### src/rtl/cla_pkg.sv
// cla_pkg: shared constants, helpers and types for the pipelined CLA adder.
// The stage bundle is sized for the widest supported adder (MAX_W bits);
// narrower instances leave the upper bits at zero.
package cla_pkg;

  localparam int SLICE_W = 4;
  localparam int MAX_W   = 64;

  function automatic int stage_count(input int width);
    return width / SLICE_W;
  endfunction

  typedef struct packed {
    logic             valid;
    logic             carry;
    logic             c3;
    logic [MAX_W-1:0] sum;
    logic [MAX_W-1:0] a;
    logic [MAX_W-1:0] b;
  } stage_t;

endpackage

### src/rtl/cla_slice4.sv
// cla_slice4: combinational 4-bit carry-lookahead slice. Besides the sum and
// carry-out it exposes the carry into its top bit, which the adder's last
// stage uses to detect signed overflow.
module cla_slice4
  import cla_pkg::*;
(
  input  logic [SLICE_W-1:0] a_i,
  input  logic [SLICE_W-1:0] b_i,
  input  logic               ci_i,
  output logic [SLICE_W-1:0] s_o,
  output logic               co_o,
  output logic               c3_o
);

  logic [SLICE_W-1:0] g;
  logic [SLICE_W-1:0] p;
  logic [SLICE_W:0]   c;

  // Generate/propagate terms and fully flattened lookahead carries
  always_comb begin
    g    = a_i & b_i;
    p    = a_i ^ b_i;
    c[0] = ci_i;
    c[1] = g[0] | (p[0] & ci_i);
    c[2] = g[1] | (p[1] & g[0]) | (p[1] & p[0] & ci_i);
    c[3] = g[2] | (p[2] & g[1]) | (p[2] & p[1] & g[0])
         | (p[2] & p[1] & p[0] & ci_i);
    c[4] = g[3] | (p[3] & g[2]) | (p[3] & p[2] & g[1])
         | (p[3] & p[2] & p[1] & g[0]) | (p[3] & p[2] & p[1] & p[0] & ci_i);
    s_o  = p ^ c[SLICE_W-1:0];
    co_o = c[4];
    c3_o = c[3];
  end

endmodule

### src/rtl/cla_pipe_adder.sv
// cla_pipe_adder: streaming WIDTH-bit adder, one 4-bit CLA slice per pipeline
// stage with the carry registered between stages. A single advance signal
// moves or freezes the whole pipe, so in_ready depends only on the output slot.
// WIDTH must be a multiple of 4 and no larger than cla_pkg::MAX_W.
// Optional feature macro: CLA_PIPE_OVF_EN adds the signed-overflow output ovf.
module cla_pipe_adder
  import cla_pkg::*;
#(
  parameter int WIDTH = 16
) (
  input  logic             clk,
  input  logic             rst,
  input  logic             in_valid,
  output logic             in_ready,
  input  logic [WIDTH-1:0] a,
  input  logic [WIDTH-1:0] b,
  input  logic             cin,
  output logic             out_valid,
  input  logic             out_ready,
  output logic [WIDTH-1:0] sum,
  output logic             cout
`ifdef CLA_PIPE_OVF_EN
  ,
  output logic             ovf
`endif
);

  localparam int N = stage_count(WIDTH);

  stage_t stage_q [N];
  stage_t stage_d [N];
  logic   adv;

  // The pipe moves whenever the output slot is empty or being drained
  always_comb begin
    adv      = !stage_q[N-1].valid || out_ready;
    in_ready = adv;
  end

  for (genvar k = 0; k < N; k++) begin : g_stage
    stage_t             src;
    stage_t             nxt;
    logic [SLICE_W-1:0] slice_s;
    logic               slice_co;
    logic               slice_c3;

    if (k == 0) begin : g_first
      // Stage 0 takes fresh operands, zero-extended into the bundle
      always_comb begin
        src              = '0;
        src.valid        = in_valid;
        src.carry        = cin;
        src.a[WIDTH-1:0] = a;
        src.b[WIDTH-1:0] = b;
      end
    end else begin : g_rest
      assign src = stage_q[k-1];
    end

    cla_slice4 u_slice (
      .a_i  (src.a[k*SLICE_W +: SLICE_W]),
      .b_i  (src.b[k*SLICE_W +: SLICE_W]),
      .ci_i (src.carry),
      .s_o  (slice_s),
      .co_o (slice_co),
      .c3_o (slice_c3)
    );

    // Forward the predecessor bundle with this slice's sum bits and carries filled in
    always_comb begin
      nxt                            = src;
      nxt.carry                      = slice_co;
      nxt.c3                         = slice_c3;
      nxt.sum[k*SLICE_W +: SLICE_W]  = slice_s;
    end

    assign stage_d[k] = nxt;
  end

  // Stage registers: clear on reset, shift together on advance, otherwise hold
  always_ff @(posedge clk) begin
    if (rst) begin
      for (int k = 0; k < N; k++) begin
        stage_q[k] <= '0;
      end
    end else if (adv) begin
      for (int k = 0; k < N; k++) begin
        stage_q[k] <= stage_d[k];
      end
    end
  end

  assign out_valid = stage_q[N-1].valid;
  assign sum       = stage_q[N-1].sum[WIDTH-1:0];
  assign cout      = stage_q[N-1].carry;
`ifdef CLA_PIPE_OVF_EN
  assign ovf       = stage_q[N-1].c3 ^ stage_q[N-1].carry;
`endif

endmodule

### config.mk
export PLATFORM = sky130hd
export DESIGN_NAME = cla_pipe_adder
export DESIGN_NICKNAME = d
export VERILOG_FILES = /design/src/rtl/cla_pkg.sv /design/src/rtl/cla_slice4.sv /design/src/rtl/cla_pipe_adder.sv
export SDC_FILE = /design/constraint.sdc
export NUM_CORES = 1
export LEC_CHECK = 0
export BUFFER_PORTS_ARGS = -buffer_cell sky130_fd_sc_hd__buf_2
export CORE_MARGIN = 4
export CORE_UTILIZATION = 50
export DETAILED_ROUTE_END_ITERATION = 10
export PLACE_DENSITY_LB_ADDON = 0.05
export SLEW_MARGIN = 15
export SYNTH_ARGS = -nofsm -noshare
export SYNTH_HDL_FRONTEND = slang
export SYNTH_SLANG_ARGS = --single-unit
export TNS_END_PERCENT = 50
### constraint.sdc
create_clock -name clk -period 3.6 [get_ports clk]
set_clock_uncertainty 0.1 [all_clocks]
set_input_delay 0.18 -clock clk [delete_from_list [all_inputs] [get_ports clk]]
set_output_delay 0.18 -clock clk [all_outputs]
set_load 0.005 [all_outputs]
==> results.py, run 1 <==
metrics = {
    "status": {
        "status": "completed",
    },
    "die": {
        "io_pins": 56,
        "initial_core_util": 0.5124,
        "core-area_mm2": 0.008217,
        "fp-row-count": 33,
        "die_y_um": 99.77,
        "fp.dieArea_mm2": 0.009953,
        "die_w_um": 99.77,
    },
    "global_routing": {
        "grtUsageTotal": 0.1365,
        "antenna_found_initial": 0,
        "grt_max_degree": 80,
        "grt_pass1_vias": 2260,
        "grt.overflow.total": 0,
        "grt_first_pass_wirelength_um": 10610,
    },
    "layout": {
        "fill_cells": 707,
        "drive_gt1_frac": 0.2324,
        "utilization": 0.5730,
        "top_regs": "stage_q x96",
        "nets": 392,
        "layout_commonest_cell": "edfxtp_1",
        "layout_common_cells": "edfxtp_1, and3_1, buf_2",
        "largest_register": "stage_q",
        "num_antenna_cells": 0,
        "area_growth_syn_to_layout_pct": 11.83,
        "largest_reg_flops": 96,
    },
    "clock_tree": {
        "htree_levels": 3,
        "clock-root-buffer": "clkbuf_8",
        "post_cts_buffers": 0,
        "cts.sinks": 96,
        "numCtsBuffers": 9,
        "clock_path_buffers": 2,
        "clk_latency_ns": 0.35,
        "hold_buffers": 0,
        "cts_tree": "built",
        "ctsResizeCount": 0,
        "cts.reportedPaths.clkPinSlew_ns": 0.09,
    },
    "flow_run": {
        "drv_cap": 0,
    },
    "setup_path": {
        "path_depth": 3,
        "crit_path_start_kind": "flip-flop",
        "crit_path_cell_trace": "nand2b_4 > buf_4 > buf_2",
        "worst_setup_path_end_kind": "output port",
        "crit_family": "buffers and inverters",
        "critPathBufInv": 2,
        "ff2ff_path_depth": 3,
        "rrSetupSlack_ns": 1.65,
        "cpPeakStageDelay_ns": 0.46,
        "r2r-start": "stage_q[3][194]",
        "required_ns": 3.32,
        "cp.arrival_ns": 1.73,
        "rr_endpoint": "stage_q[1][75]",
        "critPathSlowestCell": "buf_4",
        "crit_end": "in_ready",
        "crit_fanout": 57,
        "critPathKind": "reg -> out",
        "cp-startpoint": "stage_q[3][194]",
    },
    "logic_synthesis": {
        "synth_seq_cells": 96,
        "synthSimpleGateAreaFrac": 0.1468,
        "synth_xor_area_frac": 0.008321,
        "synth_mux_area_frac": 0.009510,
        "seq_area_frac_synth": 0.6847,
        "synth_compound_area_frac": 0.04398,
        "synthAdderAreaFrac": 0.06657,
        "netlist_instances": 285,
        "synth_top_family_by_area": "simple AND/OR/NAND/NOR gates",
        "synth_warnings": 0,
        "postSynthAreaPerCell_um2": 14.77,
        "syn-num-nets": 342,
        "synth_area_mm2": 0.004210,
        "synth_cell_types": 25,
    },
    "detailed_routing": {
        "num_vias": 2307,
        "first_iter_violations": 122,
        "drc": 0,
        "viasPerCell": 5.184,
        "final_antenna_net_count": 0,
        "first_pass_iters": 4,
        "routed_wl_um": 6350,
        "wire_per_inst_um": 14.27,
    },
    "power": {
        "peakVddDrop_mv": 0.2282,
        "p_leak_nw": 2.292,
        "powerDensity_mw_per_mm2": 442.8,
    },
    "sta": {
        "slew_headroom": 0.6536,
        "worst_slew_pin_slew_ns": 0.5184,
        "rsz0062_at_grt": "false",
        "finalSetupTns_ns": 0,
        "period_needed_ns": 2.009,
        "slew_viol_final": 0,
        "setup_viol": 0,
        "hold_viol_final": 0,
        "layout_worst_path_cycle_share": 0.5579,
        "fmax_ghz": 0.4979,
    },
    "placement": {
        "port_buffers": 55,
        "dp_hpwl_um": 3947,
        "gp_congestion": 0.6986,
    },
    "min_path": {
        "hold_path_class": "in -> reg",
    },
}
-- worst register-to-register path: cells and delay by family (launching register included) --
family / cells / cell delay [ns]
simple gates: 2 / 0.62
buf+inv: 1 / 0.39
flops: 1 / 0.43
-- kinds of logic after synthesis --
family,count (synthesis)
buf+inv,33
simple gates,104
compound gates,24
flops,96
xor+xnor,4
mux,4
fa+ha+maj,20
-- routing by layer --
metal / vias to the layer above / GRT usage / routed length, um
met5: - / 0 / 0
met4: 0 / 0.05987 / 87
met3: 7 / 0.03296 / 301
met2: 55 / 0.2093 / 2863
met1: 1077 / 0.1856 / 3098
li1: 1168 / - / -
-- power breakdown --
part	leakage [nW]	internal, mW	switching, mW	total [mW]
Combinational	1.07	0.0775	0.0798	0.157
Clock	0.0793	0.251	0.357	0.607
Sequential	1.14	1.30	0.0182	1.32
-- cell usage after synthesis --
master     number  share of area
edfxtp_1       96           0.68
and3_1         76           0.11
ha_1           16          0.048
inv_1          13          0.012
nor2_1         12          0.011
a211oi_1        8          0.014
clkbuf_1        8         0.0071
buf_6           5          0.013
nand3_1         5         0.0059
a21o_1          4         0.0071
buf_2           4         0.0048
fa_1            4          0.019
mux2i_1         4         0.0095
nor3_1          4         0.0048
o21ai_0         4         0.0048
o21ba_2         4         0.0095
o2bb2ai_1       4         0.0083
xor2_1          4         0.0083
nand3b_1        3         0.0053
clkbuf_2        2         0.0024
and2_1          1         0.0015
inv_2           1        0.00089
nand2_1         1        0.00089
nand2b_1        1         0.0015
nand2b_4        1         0.0033
-- cell type report --
cell class              count  area [um2]  area share
flip-flops and latches     96        2883      0.6123
multi-input cells         156        1166      0.2477
repair buffers             58       310.3     0.06590
clock buffers              11       131.4     0.02790
well taps                 105       131.4     0.02790
inverters                  14       52.55     0.01116
clock inverters             5       33.78    0.007175
-- through the flow --
| step | power, mW | worst slack [ns] | hold slack (ns) | cells | cell area (um2) |
|---|---|---|---|---|---|
| final | 2.085 | 1.591 | 0.03132 | 445 | 4708 |
| after CTS | 2.109 | 1.554 | 0.01321 | 445 | 4708 |
| after floorplan | 1.451 | 0.007455 | 0.3095 | 285 | 4210 |
| after global routing | 2.185 | 1.454 | 0.01204 | 445 | 4708 |
| after detailed placement | 1.506 | 1.677 | 0.3916 | 429 | 4543 |
| after global placement | 1.501 | 1.711 | 0.3892 | 429 | 4543 |
-- worst min-delay path by stage --
stage               startpoint               to  slack, ns  depth (start not counted)
global route              b[9]    stage_q[0][9]       0.01                          2
CTS                      b[12]   stage_q[0][12]       0.01                          2
detailed placement       a[10]   stage_q[0][74]       0.39                          2
floorplan                b[10]   stage_q[0][10]       0.31                          1
finish                   b[12]   stage_q[0][12]       0.03                          2
global placement      in_valid  stage_q[0][194]       0.39                          2
Power figures use the tool's default switching activity.
==> run 2: changes to the inputs <==
Settings changed: ABC_AREA from default to 1.
Clock period 3.6 ns to 1.95 ns, I/O delays scaled along.
==> run 2 against run 1 <==
Via count grew 13%. First-iteration DRC count shrank 20%. Synthesized area up 6.7%. Global-route usage is 0.53 points lower. Sequential power increased by 86%. Die area up 6.2%. Largest cell class unchanged. Highest routed layer unchanged.
==> results.py, run 2 <==
metrics = {
    "clock_tree": {
        "htree_levels": 3,
        "cts_tree": "built",
        "clock-root-buffer": "clkbuf_8",
        "cts.reportedPaths.clkPinSlew_ns": 0.10,
        "clk_latency_ns": 0.35,
        "numCtsBuffers": 9,
        "cts.sinks": 96,
        "clock_path_buffers": 2,
        "hold_buffers": 25,
        "post_cts_buffers": 0,
        "ctsResizeCount": 0,
    },
    "logic_synthesis": {
        "postSynthAreaPerCell_um2": 11.52,
        "synth.area.top_cells": "edfxtp_1, inv_1, nor2_2, ha_1, nor2_1",
        "synth_warnings": 0,
        "async_flop_share": 0,
        "synth_area_mm2": 0.004493,
        "synth_common_cells": "edfxtp_1, inv_1, nor2_1",
        "synth_top_area_share": 0.6416,
        "synth_seq_cells": 96,
        "synth-edff-count": 96,
        "ys.flop_type": "edfxtp_1",
        "netlist_instances": 390,
        "synth.most_common_cell": "edfxtp_1",
        "synth_cell_types": 20,
        "syn-num-nets": 447,
        "synth_top_area_cell": "edfxtp_1",
        "seq_area_frac_synth": 0.6416,
    },
    "power": {
        "p_leak_nw": 2.457,
        "powerDensity_mw_per_mm2": 825.6,
        "peakVddDrop_mv": 0.4164,
    },
    "min_path": {
        "min_from": "rst",
        "hold_path_class": "in -> reg",
        "whs_endpoint": "stage_q[1][132]",
        "worstHoldPathCells": 4,
    },
    "layout": {
        "stdcell_area_mm2": 0.005409,
        "drive_gt1_frac": 0.2789,
        "top_regs": "stage_q x96",
        "layout_common_cells": "edfxtp_1, inv_1, buf_2",
        "largest_reg_flops": 96,
        "num_antenna_cells": 0,
        "nets": 536,
        "layout_commonest_cell": "edfxtp_1",
        "largest_register": "stage_q",
        "fill_cells": 674,
        "area_growth_syn_to_layout_pct": 20.38,
    },
    "global_routing": {
        "grt_max_degree": 45,
        "grt_first_pass_wirelength_um": 10700,
        "grt_pass1_vias": 2528,
        "grt.overflow.total": 0,
        "antenna_found_initial": 0,
        "grtUsageTotal": 0.1312,
    },
    "detailed_routing": {
        "viasPerCell": 4.387,
        "num_vias": 2597,
        "first_iter_violations": 97,
        "wire_per_inst_um": 10.53,
        "final_antenna_net_count": 0,
        "drc": 0,
        "routed_wl_um": 6235,
        "first_pass_iters": 4,
    },
    "die": {
        "fp-row-count": 34,
        "die_y_um": 102.8,
        "io_pins": 56,
        "fp.dieArea_mm2": 0.01057,
        "initial_core_util": 0.5152,
        "die_w_um": 102.8,
        "core-area_mm2": 0.008721,
    },
    "setup_path": {
        "ff2ff_path_depth": 6,
        "cpPeakStageDelay_ns": 0.38,
        "crit_fanout": 5,
        "rr_endpoint": "stage_q[1][135]",
        "critPathSlowestCell": "edfxtp_1",
        "r2r-start": "stage_q[0][6]",
        "worst_setup_path_end_kind": "flip-flop",
        "crit_path_cell_trace": "ha_1 > or2_0 > nand2_1 > nand3_1 > nand2_1 > nor2_1",
        "required_ns": 1.97,
        "rrSetupSlack_ns": 0.40,
        "cpMostUsedCell": "nand2_1",
        "crit_path_start_kind": "flip-flop",
        "cp.arrival_ns": 1.57,
        "critPathKind": "reg -> reg",
    },
    "sta": {
        "rsz0062_at_grt": "false",
        "period_needed_ns": 1.548,
        "slew_headroom": 0.8116,
        "layout_worst_path_cycle_share": 0.7939,
        "worst_slew_pin_slew_ns": 0.2826,
        "fmax_ghz": 0.6460,
        "finalSetupTns_ns": 0,
        "slew_viol_final": 0,
        "setup_viol": 0,
        "hold_viol_final": 0,
    },
    "status": {
        "status": "completed",
    },
    "placement": {
        "port_buffers": 55,
        "gp_congestion": 0.8148,
        "place_area_mm2": 0.004910,
        "dp_hpwl_um": 4131,
    },
    "flow_run": {
        "drv_cap": 0,
    },
}
## run 2: how the worst max path moves through the flow
stage,from,end,slack [ns],cells after the start
detailed placement,stage_q[1][10],stage_q[2][139],0.42,6
global placement,stage_q[0][6],stage_q[1][135],0.44,6
finish,stage_q[0][6],stage_q[1][135],0.40,6
floorplan,stage_q[3][194],stage_q[0][10],0.1,1
CTS,stage_q[1][10],stage_q[2][139],0.40,6
global route,stage_q[0][5],stage_q[1][135],0.30,6
## run 2: logic make-up (layout without fill, tap and decap cells)
logic type / after synthesis / in the layout / share of synthesized area
compound gates: 13 / 13 / 0.01448
xor+xnor: 4 / 4 / 0.007796
fa+ha+maj: 20 / 20 / 0.06238
buf+inv: 107 / 201 / 0.1069
flops: 96 / 96 / 0.6416
simple gates: 150 / 150 / 0.1668
## run 2: area by class of cell
| cell class | count | area (um2) | area share |
|---|---|---|---|
| Timing Repair Buffer | 88 | 635.6 | 0.1175 |
| Clock buffer | 9 | 123.9 | 0.02290 |
| Sequential cell | 96 | 2883 | 0.5330 |
| Tap cell | 108 | 135.1 | 0.02498 |
| Clock inverter | 7 | 125.1 | 0.02313 |
| Multi-Input combinational cell | 187 | 1142 | 0.2112 |
| Inverter | 97 | 364.1 | 0.06731 |
## run 2: metal layers
metal	share of wire	wire [um]	GRT usage
met5	0	0	0
met4	0.014	89	0.05378
met3	0.045	278	0.03451
met2	0.49	3082	0.2239
met1	0.45	2784	0.1583
## run 2: report_power, final
part           internal (mW)  switching, mW  leakage [nW]  total [mW]
Clock                  0.868          0.708         0.125        1.58
Combinational          0.200          0.234          1.19       0.433
Sequential              2.42         0.0401          1.14        2.46
## run 2: critical path, delay by kind of cell (launching register included)
| kind | cells | cell delay, ns |
|---|---|---|
| adder cells (fa/ha/maj) | 1 | 0.36 |
| flip-flops | 1 | 0.38 |
| AND/OR/NAND/NOR | 5 | 0.48 |
## run 2: through the flow
stage	total power, mW	instances	utilization	hold WS (ns)	setup slack (ns)
3_5_place_dp	2.905	551	0.5630	0.2973	0.4215
3_3_place_gp	2.892	551	0.5630	0.2904	0.4422
6_report	4.466	592	0.6202	0.1120	0.4020
4_1_cts	4.524	592	0.6202	0.09338	0.4008
5_1_grt	4.682	592	0.6202	0.1059	0.2960
2_1_floorplan	2.803	390	-	0.1951	0.09608
==> run 3: changes to the inputs <==
Clock period 1.95 ns to 1.5 ns, I/O delays scaled along.
==> run 3 against run 2 <==
The flow now finishes with violations (negative setup slack). Global-route usage hardly changed. Flip-flop and latch count stayed put. Clock power is 5% higher. Maximum frequency is 0.90% lower. Critical endpoint is now stage_q[2][138]. Via count is 4.3% higher. Design area is 1.4% higher.
==> results.py, run 3 (same netlist as run 2, synthesis figures left out) <==
metrics = {
    "placement": {
        "pre_cts_slack_ns": -0.01661,
        "dp_hpwl_um": 4282,
        "place_area_mm2": 0.004937,
        "dp.cells": 553,
        "gp_congestion": 0.8682,
        "port_buffers": 55,
    },
    "clock_tree": {
        "cts.sinks": 96,
        "clock-root-buffer": "clkbuf_8",
        "htree_levels": 3,
        "clk_latency_ns": 0.34,
        "clock_path_buffers": 2,
        "numCtsBuffers": 9,
        "cts_tree": "built",
        "cts.reportedPaths.clkPinSlew_ns": 0.09,
    },
    "setup_path": {
        "required_ns": 1.51,
        "cpMostUsedCell": "nand2_1",
        "critPathKind": "reg -> reg",
        "crit_path_start_kind": "flip-flop",
        "crit_path_cell_trace": "ha_4 > nand3_2 > nand3b_1 > nand2_1 > nand2_1 > nor2_1",
        "crit_family": "simple AND/OR/NAND/NOR gates",
        "worst_setup_path_end_kind": "flip-flop",
        "critPathBufInv": 0,
        "cp.arrival_ns": 1.58,
        "crit_fanout": 2,
        "critPathSlowestCell": "edfxtp_1",
        "cpPeakStageDelay_ns": 0.46,
    },
    "sta": {
        "layout_worst_path_cycle_share": 1.041,
        "period_needed_ns": 1.562,
        "finalSetupTns_ns": -0.08233,
        "hold_viol_final": 0,
        "worst_slack_ns": -0.06207,
        "worst_slew_pin_slew_ns": 0.2773,
        "rsz0062_at_grt": "true",
        "fmax_ghz": 0.6402,
        "setup_viol": 3,
        "slew_headroom": 0.8151,
        "slew_viol_final": 0,
    },
    "die": {
        "initial_core_util": 0.5152,
        "core-area_mm2": 0.008721,
        "fp.dieArea_mm2": 0.01057,
        "fp-row-count": 34,
        "io_pins": 56,
        "die_y_um": 102.8,
        "die_w_um": 102.8,
    },
    "power": {
        "peakVddDrop_mv": 0.4638,
        "p_total_mw": 5.465,
        "powerDensity_mw_per_mm2": 996.3,
        "p_leak_nw": 2.439,
    },
    "layout": {
        "fin_cells": 595,
        "layout_common_cells": "edfxtp_1, inv_1, buf_2",
        "drive_gt1_frac": 0.3080,
        "num_antenna_cells": 0,
        "largest_register": "stage_q",
        "layout_commonest_cell": "edfxtp_1",
        "area_growth_syn_to_layout_pct": 22.08,
        "top_regs": "stage_q x96",
        "largest_reg_flops": 96,
        "stdcell_area_mm2": 0.005485,
        "nets": 539,
    },
    "status": {
        "violations": "negative setup slack",
        "status": "finished with violations",
    },
    "detailed_routing": {
        "num_vias": 2708,
        "routed_wl_um": 6471,
        "first_iter_violations": 108,
        "drc": 0,
        "viasPerCell": 4.551,
        "final_antenna_net_count": 0,
        "first_pass_iters": 4,
        "wire_per_inst_um": 10.88,
    },
    "global_routing": {
        "grt_pass1_vias": 2590,
        "grt_first_pass_wirelength_um": 10840,
        "grtUsageTotal": 0.1310,
        "grt_max_degree": 45,
        "antenna_found_initial": 0,
        "grt.overflow.total": 0,
    },
    "flow_run": {
        "drv_cap": 0,
    },
    "min_path": {
        "hold_path_class": "in -> reg",
    },
}
-- run 3: cell count changes in the layout (fill, tap and decap cells not counted), moves of 2 or more --
cell | before | now
nand2_2 | 0 | 2
nand2_1 | 24 | 22
ha_4 | 0 | 6
clkinvlp_4 | 0 | 2
bufinv_16 | 3 | 1
a21oi_1 | 9 | 7
a21oi_2 | 0 | 2
buf_4 | 4 | 6
ha_1 | 16 | 10
-- run 3: final timing paths --
path / startpoint / endpoint / slack [ns] / depth (start not counted)
worst min-delay path: out_ready / stage_q[0][130] / 0.06 / 3
worst max-delay path: stage_q[1][8] / stage_q[2][138] / -0.06 / 6
worst max register to register: stage_q[1][8] / stage_q[2][138] / -0.06 / 6
worst min register to register: stage_q[1][133] / stage_q[2][133] / 0.44 / 2
-- run 3: cell type report --
cell class	count	area, um2
flip-flops and latches	96	2883
fillers	670	3236
repair buffers	91	670.6
clock inverters	6	67.56
clock buffers	10	127.6
multi-input cells	187	1237
well taps	108	135.1
inverters	97	364.1
-- run 3: worst register-to-register path, cell delays in order, from the launching register on --
cell      delay (ns)
edfxtp_1        0.46
ha_4            0.31
nand3_2         0.07
nand3b_1        0.14
nand2_1         0.13
nand2_1         0.09
nor2_1          0.05
-- run 3: power by group --
part           switching [mW]  internal [mW]  leakage, nW
Sequential             0.0615           3.14         1.14
Clock                   0.876          0.781       0.0933
Combinational           0.317          0.288         1.21
-- run 3: stage by stage --
| step | hold slack, ns | util |
|---|---|---|
| floorplan | 0.1501 | - |
| CTS | 0.05337 | 0.6201 |
| detailed placement | 0.2735 | 0.5661 |
| finish | 0.05965 | 0.6290 |
| global route | 0.06296 | 0.6290 |
| global placement | 0.2678 | 0.5661 |
-- run 3: per-layer routing --
metal / up-vias / GRT usage / wire [um]
met5: - / 0 / 0
met2: 55 / 0.2239 / 3261
met1: 1234 / 0.1597 / 2807
li1: 1406 / - / -
met3: 13 / 0.02436 / 262
met4: 0 / 0.06474 / 140
-- run 3: repair_timing --
| item | in CTS | in global routing |
|---|---|---|
| buffers inserted | 0 | 1 |
| hold endpoints to repair | 25 | 0 |
| gates resized for setup | 2 | 12 |
| pin swaps | 0 | 12 |
| hold buffers | 25 | 0 |
| endpoints found under the setup margin | 2 | 6 |
